[src/rtl/bf_pkg.sv]
// Shared defaults, weight-select encodings and controller state encodings for the beamformer weight path.
package bf_pkg;

  localparam int unsigned NCH_DEF     = 8;
  localparam int unsigned WW_DEF      = 5;
  localparam int unsigned TIMEOUT_DEF = 32;
  localparam int unsigned NSEL        = 4;
  localparam int unsigned CHW         = 3;
  localparam int unsigned SELW        = 2;

  typedef enum logic [SELW-1:0] {
    SEL_COS1 = 2'd0,
    SEL_SIN1 = 2'd1,
    SEL_COS2 = 2'd2,
    SEL_SIN2 = 2'd3
  } sel_e;

  typedef enum logic [1:0] {
    ST_IDLE  = 2'd0,
    ST_LOAD  = 2'd1,
    ST_ARMED = 2'd2
  } state_e;

endpackage

[src/rtl/bf_weight_bank.sv]
// 4 x NCH weight register array: one single-weight write port plus a full-width parallel load.
module bf_weight_bank
  import bf_pkg::*;
#(
  parameter int unsigned NCH = NCH_DEF,
  parameter int unsigned WW  = WW_DEF
) (
  input  logic                    clock,
  input  logic                    reset,
  input  logic                    we,
  input  logic [SELW-1:0]         wsel,
  input  logic [CHW-1:0]          wchan,
  input  logic [WW-1:0]           wdata,
  input  logic                    ld,
  input  logic [NSEL*NCH*WW-1:0]  ld_data,
  output logic [NSEL*NCH*WW-1:0]  q
);

  logic [NSEL*NCH*WW-1:0] bank_d, bank_q;

  // Parallel load wins over a single write; out-of-range channels are dropped.
  always_comb begin
    bank_d = bank_q;
    if (ld) begin
      bank_d = ld_data;
    end else if (we && (32'(wchan) < NCH)) begin
      bank_d[(32'(wsel) * NCH + 32'(wchan)) * WW +: WW] = wdata;
    end
  end

  always_ff @(posedge clock or negedge reset) begin
    if (!reset) bank_q <= '0;
    else        bank_q <= bank_d;
  end

  assign q = bank_q;

endmodule

[src/rtl/bf_weight_ctrl.sv]
// Double-buffered weight scheduler: host writes a shadow bank, commit swaps it into the active bank on a
// sample strobe (or after TIMEOUT clocks). Optional BF_WCTRL_CLAMP_EN maps the most-negative code to -(2^(WW-1)-1).
module bf_weight_ctrl
  import bf_pkg::*;
#(
  parameter int unsigned NCH     = NCH_DEF,
  parameter int unsigned WW      = WW_DEF,
  parameter int unsigned TIMEOUT = TIMEOUT_DEF
) (
  input  logic              clock,
  input  logic              reset,
  input  logic              sample_stb,
  input  logic              cmd_valid,
  output logic              cmd_ready,
  input  logic [CHW-1:0]    cmd_chan,
  input  logic [SELW-1:0]   cmd_sel,
  input  logic [WW-1:0]     cmd_data,
  input  logic              commit,
  output logic              busy,
  output logic              commit_done,
  output logic              timeout_err,
  output logic [NCH*WW-1:0] w_cos_1,
  output logic [NCH*WW-1:0] w_sin_1,
  output logic [NCH*WW-1:0] w_cos_2,
  output logic [NCH*WW-1:0] w_sin_2
);

  localparam int unsigned CNTW = $clog2(TIMEOUT);
  localparam int unsigned BUSW = NCH * WW;

  state_e            state_d, state_q;
  logic [CNTW-1:0]   wait_cnt_d, wait_cnt_q;
  logic              cmd_ready_d, cmd_ready_q;
  logic              busy_d, busy_q;
  logic              commit_done_d, commit_done_q;
  logic              timeout_err_d, timeout_err_q;
  logic              wr_en, timeout_hit, swap;
  logic [WW-1:0]     wdata;
  logic [NSEL*BUSW-1:0] shadow_w, active_w;

  assign wr_en       = cmd_valid & cmd_ready_q;
  assign timeout_hit = (wait_cnt_q == CNTW'(TIMEOUT - 1));

  always_comb begin
    wdata = cmd_data;
`ifdef BF_WCTRL_CLAMP_EN
    if (cmd_data == {1'b1, {(WW-1){1'b0}}}) wdata = {1'b1, {(WW-2){1'b0}}, 1'b1};
`endif
  end

  always_ff @(posedge clock or negedge reset) begin
    if (!reset) begin
      state_q       <= ST_IDLE;
      wait_cnt_q    <= '0;
      cmd_ready_q   <= 1'b1;
      busy_q        <= 1'b0;
      commit_done_q <= 1'b0;
      timeout_err_q <= 1'b0;
    end else begin
      state_q       <= state_d;
      wait_cnt_q    <= wait_cnt_d;
      cmd_ready_q   <= cmd_ready_d;
      busy_q        <= busy_d;
      commit_done_q <= commit_done_d;
      timeout_err_q <= timeout_err_d;
    end
  end

  // Next state and wait counter; the counter only runs while armed.
  always_comb begin
    state_d    = state_q;
    wait_cnt_d = wait_cnt_q;
    unique case (state_q)
      ST_IDLE: begin
        if (commit)     state_d = ST_ARMED;
        else if (wr_en) state_d = ST_LOAD;
      end
      ST_LOAD: begin
        if (commit) state_d = ST_ARMED;
      end
      ST_ARMED: begin
        wait_cnt_d = wait_cnt_q + CNTW'(1);
        if (sample_stb || timeout_hit) begin
          state_d    = ST_IDLE;
          wait_cnt_d = '0;
        end
      end
      default: begin
        state_d    = ST_IDLE;
        wait_cnt_d = '0;
      end
    endcase
  end

  // Registered flag outputs and the swap strobe; a strobe coinciding with the timeout is a normal swap.
  always_comb begin
    swap          = (state_q == ST_ARMED) && (sample_stb || timeout_hit);
    commit_done_d = swap;
    timeout_err_d = timeout_err_q | ((state_q == ST_ARMED) && timeout_hit && !sample_stb);
    cmd_ready_d   = (state_d != ST_ARMED);
    busy_d        = (state_d == ST_ARMED);
  end

  bf_weight_bank #(.NCH(NCH), .WW(WW)) u_shadow (
    .clock   (clock),
    .reset   (reset),
    .we      (wr_en),
    .wsel    (cmd_sel),
    .wchan   (cmd_chan),
    .wdata   (wdata),
    .ld      (1'b0),
    .ld_data ('0),
    .q       (shadow_w)
  );

  bf_weight_bank #(.NCH(NCH), .WW(WW)) u_active (
    .clock   (clock),
    .reset   (reset),
    .we      (1'b0),
    .wsel    ('0),
    .wchan   ('0),
    .wdata   ('0),
    .ld      (swap),
    .ld_data (shadow_w),
    .q       (active_w)
  );

  assign cmd_ready   = cmd_ready_q;
  assign busy        = busy_q;
  assign commit_done = commit_done_q;
  assign timeout_err = timeout_err_q;
  assign w_cos_1     = active_w[32'(SEL_COS1) * BUSW +: BUSW];
  assign w_sin_1     = active_w[32'(SEL_SIN1) * BUSW +: BUSW];
  assign w_cos_2     = active_w[32'(SEL_COS2) * BUSW +: BUSW];
  assign w_sin_2     = active_w[32'(SEL_SIN2) * BUSW +: BUSW];

endmodule

[config.mk]
export PLATFORM = sky130hd
export DESIGN_NAME = bf_weight_ctrl
export DESIGN_NICKNAME = d
export VERILOG_FILES = /design/src/rtl/bf_pkg.sv /design/src/rtl/bf_weight_bank.sv /design/src/rtl/bf_weight_ctrl.sv
export SDC_FILE = /design/constraint.sdc
export NUM_CORES = 1
export LEC_CHECK = 0
export BUFFER_PORTS_ARGS = -buffer_cell sky130_fd_sc_hd__buf_4
export CAP_MARGIN = 5
export CELL_PAD_IN_SITES_DETAIL_PLACEMENT = 0
export CELL_PAD_IN_SITES_GLOBAL_PLACEMENT = 1
export CORE_AREA = 2 2 192 194
export DETAILED_ROUTE_END_ITERATION = 12
export DIE_AREA = 0 0 194 196
export PLACE_DENSITY_LB_ADDON = 0.1
export SLEW_MARGIN = 15
export SYNTH_ARGS = -nofsm -noshare
export SYNTH_HDL_FRONTEND = slang
export SYNTH_SLANG_ARGS = --single-unit
[constraint.sdc]
create_clock -name clock -period 2.18 [get_ports clock]
set_clock_uncertainty 0.05 [all_clocks]
set_input_delay 0.109 -clock clock [delete_from_list [all_inputs] [get_ports clock]]
set_output_delay 0.109 -clock clock [all_outputs]
set_load 0.1 [all_outputs]
# Word level (Yosys, flattened, before mapping)
# Index checks and enable logic that the tools add are counted.
# W data, S select, Z words.
# totals
ff_bits,331
out_inout_bits,164
# op_classes
shifts,2
n_reduce_logical,7
eq_ne,5
add_sub_neg,3
n_bitwise,2
n_mul,1
mux,8
# ops
operator,n
$bwmux W160,1
$shift A5 B34 Y160 const A,1
$shiftx A5 B34 Y160,1
$neg A32 Y34,1
$mul A32 B3 Y32 const B,1
$pmux W5 S2,1
$mux W2,4
$add A5 B3 Y6,1
$pmux W2 S3,1
$add A5 B1 Y5 const B,1
$eq A5 B5 Y1 const B,1
$mux W5,1
$eq A2 B2 Y1 const B,2
$logic_and A1 B1 Y1,3
$eq A2 B1 Y1 const B,1
$logic_not A2 Y1,1
$ne A2 B2 Y1 const B,1
$reduce_or A2 Y1,1
$and A1 B1 Y1,1
$logic_not A1 Y1,1
$logic_or A1 B1 Y1,1
$or A1 B1 Y1,1

# Logic depth before layout (Yosys ltp)
# Gate-level depths: netlist (run 1).
# depth
word_depth,5
mapped_depth,16
mapped_depth_nobuf,14

# Hierarchy
# A second synthesis (run 1) with hierarchy kept.
# unflattened
cells_unflattened,1585
hier_area_um2,16864.9
# by_module_without_submodules
module,area_per_inst_um2,seq_area_each_um2,instances,cells_each
bf_weight_bank at u_shadow,8231.6,4003.8,1,752
bf_weight_bank at u_active,8172.8,4003.8,1,796
bf_weight_ctrl,460.4,276.5,1,37

# Worst setup path after synthesis (run 1)
# No wires, ideal clock.
# synth_path
kind,input to register
startpoint,in cmd_chan[1]
endpoint,"reg u_shadow.bank_q[110], in the netlist u_shadow.q[110]"
t_arrival_ns,3.584
path_stages,16
slack_ns,-1.582
path_buffers,2
cell_sequence,ha_1 ha_1 inv_1 fa_1 buf_4 nor3b_4 nand3_1 nor2_1 ha_1 clkinv_1 a211o_1 nor2_4 nand2_2 buf_2 nor3_1 mux2_1
# synth_between
elab_chain_cells,5
elab_cells_between_ends,6
cone_classes,add/sub (2); mul (1); shift (2); mux (1)
# synth_rtl
element,line,text
"start, declared",bf_weight_ctrl.sv:15,"input logic [CHW-1:0] cmd_chan,"
$add A5 B3 Y6 (*),bf_weight_bank.sv:27,bank_d[(32'(wsel) * NCH + 32'(wchan)) * WW +: WW] = wdata;
$mul A32 B3 Y32 (*),bf_weight_bank.sv:27,
$neg A32 Y34 (*),bf_weight_bank.sv:27,
$shiftx A5 B34 Y160 / $shift A5 B34 Y160 (equally long branches),bf_weight_bank.sv:27,
$bwmux W160 (*),bf_weight_bank.sv:27,
"end signal, assigned",bf_weight_bank.sv:33,else bank_q <= bank_d;
"end, declared",bf_weight_bank.sv:19,"logic [NSEL*NCH*WW-1:0] bank_d, bank_q;"
# Every way passes the cells marked *; elsewhere a longest branch is shown, timed or not.
# A chain may end at the register's enable or synchronous reset.

# Worst setup path after layout (run 1)
# layout_path
startpoint,in cmd_sel[0]
endpoint,"reg u_shadow.bank_q[102], in the netlist u_shadow.q[102]"
# layout_between
elab_chain_cells,5
elab_cells_between_ends,6
cone_classes,add/sub (2); mul (1); shift (2); mux (1)
# layout_rtl
element,line,text
"start, declared",bf_weight_ctrl.sv:16,"input logic [SELW-1:0] cmd_sel,"
$add A5 B3 Y6 (*),bf_weight_bank.sv:27,
$mul A32 B3 Y32 (*),bf_weight_bank.sv:27,
$neg A32 Y34 (*),bf_weight_bank.sv:27,
$shiftx A5 B34 Y160 / $shift A5 B34 Y160 (equally long branches),bf_weight_bank.sv:27,
$bwmux W160 (*),bf_weight_bank.sv:27,
# Marks and branches as above.

==> flow_metrics.py, run 1 <==
metrics = {
    "critical_path": {
        "critPathLaunchType": "input port",
        "cp_data_arrival_time_ns": 3.27,
        "crit_type": "in -> reg",
        "end_kind": "flip-flop",
        "worst-endpoint-required_ns": 2.56,
        "critPathMaxFanout": 5,
    },
    "clocking": {
        "h-tree-depth": 2,
        "cts-root-buf": "clkbuf_16",
        "clock_path_buffers": 3,
        "clkTransAtPathRegs_ns": 0.06,
        "clock_latency_ns": 0.55,
        "cts_sinks": 331,
        "numCtsBuffers": 37,
        "cts_tree": "built",
    },
    "timing": {
        "fin_crit_sh_pct": 132.4,
        "slew_headroom_pct": 62.40,
        "worst_pin_slew_ns": 0.5593,
        "hold_viol_final": 0,
        "setup_slack_ns": -0.7058,
        "clock.fmax_ghz": 0.3465,
        "slew_violations": 0,
        "period_minus_slack_ns": 2.886,
        "setup_viol": 160,
        "rsz0062_at_grt": "true",
    },
    "power_and_ir_drop": {
        "internal-power_w": 0.01481,
        "total_power_w": 0.02656,
        "clkPwrFrac_pct": 22.8,
        "power_switching_w": 0.01175,
        "ir_drop_mv": 1.816,
        "p_per_area_mw_per_mm2": 1108,
        "pwr-share-comb_pct": 46.0,
        "switching_share_pct": 44.23,
        "seq_power_share_pct": 31.2,
        "leakage_nw": 11.33,
    },
    "finish": {
        "fillerInstances": 2727,
        "multi_input_area_sq_mm": 0.008775,
        "drive_gt1_share_pct": 64.03,
        "nets": 1819,
        "final-seq-area_sq_mm": 0.008284,
        "syn2layout_area_growth_pct": 56.18,
        "diodes": 0,
    },
    "floorplanning": {
        "die_y_microns": 196,
        "coreArea_sq_mm": 0.03608,
        "dieArea_sq_mm": 0.03802,
        "die_w_microns": 194,
        "start_util_pct": 42.55,
        "core.rowCount": 70,
        "ioPinCount": 179,
    },
    "run_status": {
        "violations": "negative setup slack",
        "status": "finished, violations left",
    },
    "grt": {
        "grt_pass1_wl_microns": 77230,
        "grt_pass1_vias": 12950,
        "met2_usage_pct": 41.22,
        "grt_use_met3_pct": 4.401,
        "grt_most_used_layer": "met2",
        "grt_max_degree": 58,
        "grt_usage_pct": 26.23,
        "use_met1_pct": 37.24,
        "gr-total-overflow": 0,
        "antenna_found_initial": 1,
    },
    "synth": {
        "synth_seq_area_share_pct": 53.96,
        "synth_seq_cells": 331,
        "syn_avg_cell_area_sq_um": 12.06,
        "ys_types": 87,
        "synth_flop_cell": "dfrtp_1",
        "synth_fp_nets": 1299,
        "yosys_warnings": 0,
        "synth_commonest_cells": "330 x dfrtp_1, 276 x mux2_2, 95 x nand2_1",
        "syn_area_sq_mm": 0.01535,
        "synthTopCellsByArea": "dfrtp_1 54%, mux2_2 20%, nand2_1 2.3%",
        "synth_edf_count": 0,
        "yosysMostFrequentCell": "dfrtp_1",
        "synthCells": 1273,
        "async_flop_share_pct": 100.0,
        "yosysTopAreaCellShare_pct": 53.79,
        "yosysTopAreaCell": "dfrtp_1",
    },
    "placement": {
        "place_congestion": 0.9053,
        "dp_slack_ns": -1.335,
        "numPortBuffers": 178,
        "hpwl_microns": 35090,
    },
    "routing": {
        "drc": 0,
        "vias": 12510,
        "first_pass_iters": 5,
        "drtAntennaViolNets": 0,
        "drt_iter0_markers": 728,
        "post_drt_via_cell_ratio": 5.472,
        "wl_microns": 51670,
        "post_drt_wl_per_cell_microns": 22.60,
    },
    "worst_hold_path": {
        "hold_path.class": "in -> async",
    },
    "flow_run": {
        "cap_violations": 0,
    },
}
metrics by stage:
stage	instance area (sq um)	instances	util, %	setup TNS (ns)	hold slack, ns
CTS	22900	2250	63.46	-83.01	0.04337
global route	23980	2286	66.45	-102.72	0.06912
detailed placement	19720	2135	54.66	-187.37	0.05673
finish	23980	2286	66.45	-90.86	0.06050
global placement	19720	2135	54.66	-186.82	0.05566
floorplan	15710	1273	-	-169.50	-0.2366
area by class of cell:
class	instances	share of cell area (%)
Tap cell	468	2.442
Timing Repair Buffer	550	21.22
Inverter	16	0.2713
Multi-Input combinational cell	857	36.59
Clock buffer	52	4.472
Sequential cell	331	34.55
Clock inverter	12	0.4592
state kept, by name, summed over array words and instances (netlist names):
signal	flops
busy	1
cmd_ready	1
commit_done	1
state_q	2
timeout_err	1
u_active.q	160
u_shadow.q	160
wait_cnt_q	5
placed cells by master (no fill, tap or decap), types with 6 or more instances in the layout:
| master | instances |
|---|---|
| nor3_1 | 15 |
| clkbuf_8 | 9 |
| nand2_4 | 10 |
| nand2_8 | 11 |
| nand4_1 | 10 |
| and2_1 | 7 |
| inv_1 | 12 |
| buf_4 | 430 |
| o22ai_1 | 14 |
| mux2i_1 | 9 |
| o21ai_0 | 26 |
| nand2_2 | 12 |
| buf_12 | 38 |
| o21ai_2 | 15 |
| clkbuf_16 | 44 |
| nand3_1 | 28 |
| a21oi_1 | 16 |
| o21ai_4 | 8 |
| o21ai_1 | 9 |
| nand2_1 | 66 |
| clkinv_2 | 8 |
| clkbuf_1 | 6 |
| o211ai_1 | 7 |
| nor2_2 | 13 |
| mux2_4 | 75 |
| mux2_2 | 220 |
| nand3_2 | 11 |
| nor2_4 | 47 |
| dfrtp_1 | 330 |
| buf_6 | 62 |
| nand3_4 | 10 |
| nor2_1 | 34 |
| a21oi_2 | 6 |
| nor3_4 | 38 |
kinds of logic (layout without fill, tap and decap cells):
group / count (synthesis) / in the layout / synth area share [%]
buf+inv: 86 / 630 / 2.592
compound gates: 171 / 171 / 7.644
simple gates: 358 / 359 / 11.59
xor+xnor: 9 / 9 / 0.7579
fa+ha+maj: 11 / 11 / 0.9453
mux: 307 / 307 / 22.52
flops: 331 / 331 / 53.96
power by group through the flow:
| stage | clock [W] | combinational [W] | sequential (W) |
|---|---|---|---|
| after detailed placement | 0 | 0.0107 | 0.00837 |
| final | 0.00605 | 0.0122 | 0.00829 |
| after floorplan | 0 | 0.00261 | 0.0130 |
| after global placement | 0 | 0.0106 | 0.00836 |
| after global routing | 0.00640 | 0.0126 | 0.00845 |
| after CTS | 0.00617 | 0.0116 | 0.00830 |
critical path, cell delays in order:
cell     delay, ns
buf_8         0.10
ha_4          0.26
ha_4          0.13
inv_2         0.03
fa_2          0.53
buf_4         0.11
buf_6         0.10
or3b_4        0.44
o21ai_4       0.18
and2_4        0.23
buf_6         0.14
buf_6         0.11
nor2_4        0.06
buf_12        0.14
nand2_8       0.10
buf_12        0.14
nor2_2        0.04
mux2_4        0.30
timing repair:
action | in CTS | in global routing
buffers inserted | 46 | 35
hold buffers | 3 | 0
setup endpoints to repair | 160 | 267
gates cloned | 4 | 9
pin swaps | 74 | 62
gates resized for setup | 331 | 147
hold endpoints to repair | 298 | 0
final timing paths:
check	from	endpoint	slack, ns	depth (start not counted)
max	cmd_sel[0]	u_shadow.q[102]	-0.71	18
min	reset	busy	0.06	2
max reg2reg	cmd_ready	u_shadow.q[21]	-0.17	8
min reg2reg	timeout_err	timeout_err	0.41	1
max in group asynchronous	reset	u_active.q[33]	1.25	3
min in group clock	cmd_valid	state_q[0]	0.06	4
metal layers:
| layer | routed length [microns] | vias up |
|---|---|---|
| met4 | 1459 | 0 |
| li1 | - | 5639 |
| met2 | 23920 | 348 |
| met3 | 2634 | 82 |
| met5 | 0 | - |
| met1 | 23650 | 6440 |
No activity file was read; power rests on OpenSTA's default activity.
==> run 2: changes to the inputs <==
Settings changed: CORE_AREA 2 2 192 194 to 2 2 184 186, DIE_AREA 0 0 194 196 to 0 0 186 188.
Clock period 2.18 ns to 2.9 ns, I/O delays scaled along.
==> run 2 against run 1 <==
Net effect:
- the flow now finishes without violations
- via count fell by 6.7%
- worst setup slack gained 0.75 ns
- worst hold slack got worse by 0.0099 ns
==> flow_metrics.py, run 2 (synthesized netlist as in run 1, its figures left out) <==
metrics = {
    "run_status": {
        "status": "finished clean",
    },
    "finish": {
        "drive_gt1_share_pct": 52.86,
        "final_util_pct": 63.05,
        "diodes": 0,
        "final_common_cell": "buf_4",
        "layout_common_cells": "396 x buf_4, 330 x dfrtp_1, 264 x mux2_2",
        "syn2layout_area_growth_pct": 35.99,
        "fin_cells": 2141,
        "nets": 1692,
    },
    "floorplanning": {
        "die_w_microns": 186,
        "coreArea_sq_mm": 0.03311,
        "start_util_pct": 46.37,
        "dieArea_sq_mm": 0.03497,
        "core.rowCount": 67,
        "die_y_microns": 188,
        "ioPinCount": 179,
    },
    "grt": {
        "grt_pass1_vias": 11750,
        "grt_usage_pct": 25.62,
        "antenna_found_initial": 0,
        "gr-total-overflow": 0,
        "grt_pass1_wl_microns": 69010,
        "grt_max_degree": 84,
    },
    "critical_path": {
        "critPathLaunchType": "input port",
        "crit_type": "in -> reg",
        "crit_slowest_cell": "fa_1",
        "cp_num_buf_inv": 4,
        "max_stage_delay_ns": 0.51,
        "end_kind": "flip-flop",
        "path_delay_family": "adder cells",
        "critPathMaxFanout": 5,
        "r2r_setup_slack_ns": 0.64,
        "crit_chain": "buf_6 > ha_4 > ha_4 > inv_2 > fa_1 > nor3b_4 > nand3_2 > nor2_4 > ha_4 > clkinv_4 > a211o_4 > buf_8 > nor3_4 > nand2_4 > nor2_4 > mux2_4",
        "cp_common_cell": "ha_4",
        "worst-endpoint-required_ns": 3.25,
        "cp_data_arrival_time_ns": 3.20,
    },
    "power_and_ir_drop": {
        "switching_share_pct": 43.69,
        "pwr-share-comb_pct": 42.2,
        "seq_power_share_pct": 33.1,
        "leakage_nw": 10.11,
        "power_switching_w": 0.008228,
        "p_per_area_mw_per_mm2": 902.1,
        "ir_drop_mv": 0.9645,
        "internal-power_w": 0.01061,
        "clkPwrFrac_pct": 24.7,
    },
    "clocking": {
        "cts_tree": "built",
        "cts-root-buf": "clkbuf_16",
        "cts_sinks": 331,
        "numCtsBuffers": 36,
        "clkTransAtPathRegs_ns": 0.06,
        "clock_path_buffers": 3,
        "clock_latency_ns": 0.53,
        "h-tree-depth": 2,
    },
    "timing": {
        "hold_viol_final": 0,
        "slew_violations": 0,
        "setup_slack_ns": 0.04618,
        "clock.fmax_ghz": 0.3504,
        "period_minus_slack_ns": 2.854,
        "slew_headroom_pct": 50.89,
        "fin_crit_sh_pct": 98.41,
        "setup_viol": 0,
        "worst_pin_slew_ns": 0.7366,
        "rsz0062_at_grt": "true",
    },
    "routing": {
        "first_pass_iters": 5,
        "drtAntennaViolNets": 0,
        "wl_microns": 44550,
        "drc": 0,
        "post_drt_via_cell_ratio": 5.452,
        "post_drt_wl_per_cell_microns": 20.81,
        "drt_iter0_markers": 720,
        "vias": 11670,
    },
    "flow_run": {
        "cap_violations": 0,
    },
    "worst_hold_path": {
        "hold_path.class": "in -> reg",
    },
    "placement": {
        "dp_slack_ns": -0.7882,
        "numPortBuffers": 178,
        "place_inst": 2058,
        "hpwl_microns": 32720,
        "place_congestion": 0.9447,
    },
}
run 2: cell count changes in the layout (fill, tap and decap cells not counted), moves of 17 or more:
cell     change
nor2_1      +27
nor3_2      +20
mux2_1      +17
nor2_4      -32
mux2_4      -61
nor3_4      -32
buf_6       -57
buf_12      -19
nand2_1     +19
buf_4       -34
mux2_2      +44
run 2: layout make-up:
cell class | count | area, sq um
clock buffer | 55 | 1074
clock inverter | 10 | 125.1
fill | 2689 | 12230
inverter | 16 | 65.06
multi-input combinational | 856 | 7301
sequential | 331 | 8284
tap | 448 | 560.5
timing repair buffer | 425 | 3470
run 2: tightest hold or removal path, stage by stage:
cell	delay, ns
buf_4	0.11
and2_1	0.18
nor2_1	0.10
nor3_1	0.05
run 2: worst paths after layout:
path	from	cells past startpoint	end
max	cmd_sel[0]	16	u_shadow.q[38]
min in group asynchronous	reset	2	wait_cnt_q[2]
min reg2reg	timeout_err	1	timeout_err
min	cmd_valid	4	state_q[0]
max in group asynchronous	reset	3	u_shadow.q[86]
max reg2reg	cmd_ready	7	u_shadow.q[38]
run 2: layer usage:
metal	vias up	share of wire, %	GRT usage (%)
met5	-	0	0
met4	0	2.2	6.935
met1	5911	47	37.99
met2	325	46	39.21
met3	55	5.3	3.904
li1	5382	-	-
run 2: per-stage QoR:
step | power, W | TNS (ns) | hold WS (ns) | instance area, sq um
finish | 0.01883 | 0 | 0.05063 | 20880
floorplan | 0.01171 | -60.06 | -0.2006 | 15700
global route | 0.01952 | -0.8391 | 0.06161 | 20880
CTS | 0.01882 | 0 | 0.02664 | 20510
detailed placement | 0.01411 | -94.49 | 0.1370 | 19180
global placement | 0.01402 | -83.26 | 0.1362 | 19180
run 2: power by group through the flow:
stage	clock [W]	combinational, W	sequential [W]
after floorplan	0	0.00196	0.00975
after global placement	0	0.00774	0.00629
after detailed placement	0	0.00780	0.00631
after CTS	0.00474	0.00785	0.00624
after global routing	0.00492	0.00825	0.00635
final	0.00465	0.00794	0.00624
run 2: timing repair:
action,4_1_cts,5_1_grt
endpoints found under the hold margin,76,0
setup endpoints to repair,117,139
resized for setup,16,64
hold buffers,3,0
pin swaps,7,9
setup buffers,5,13
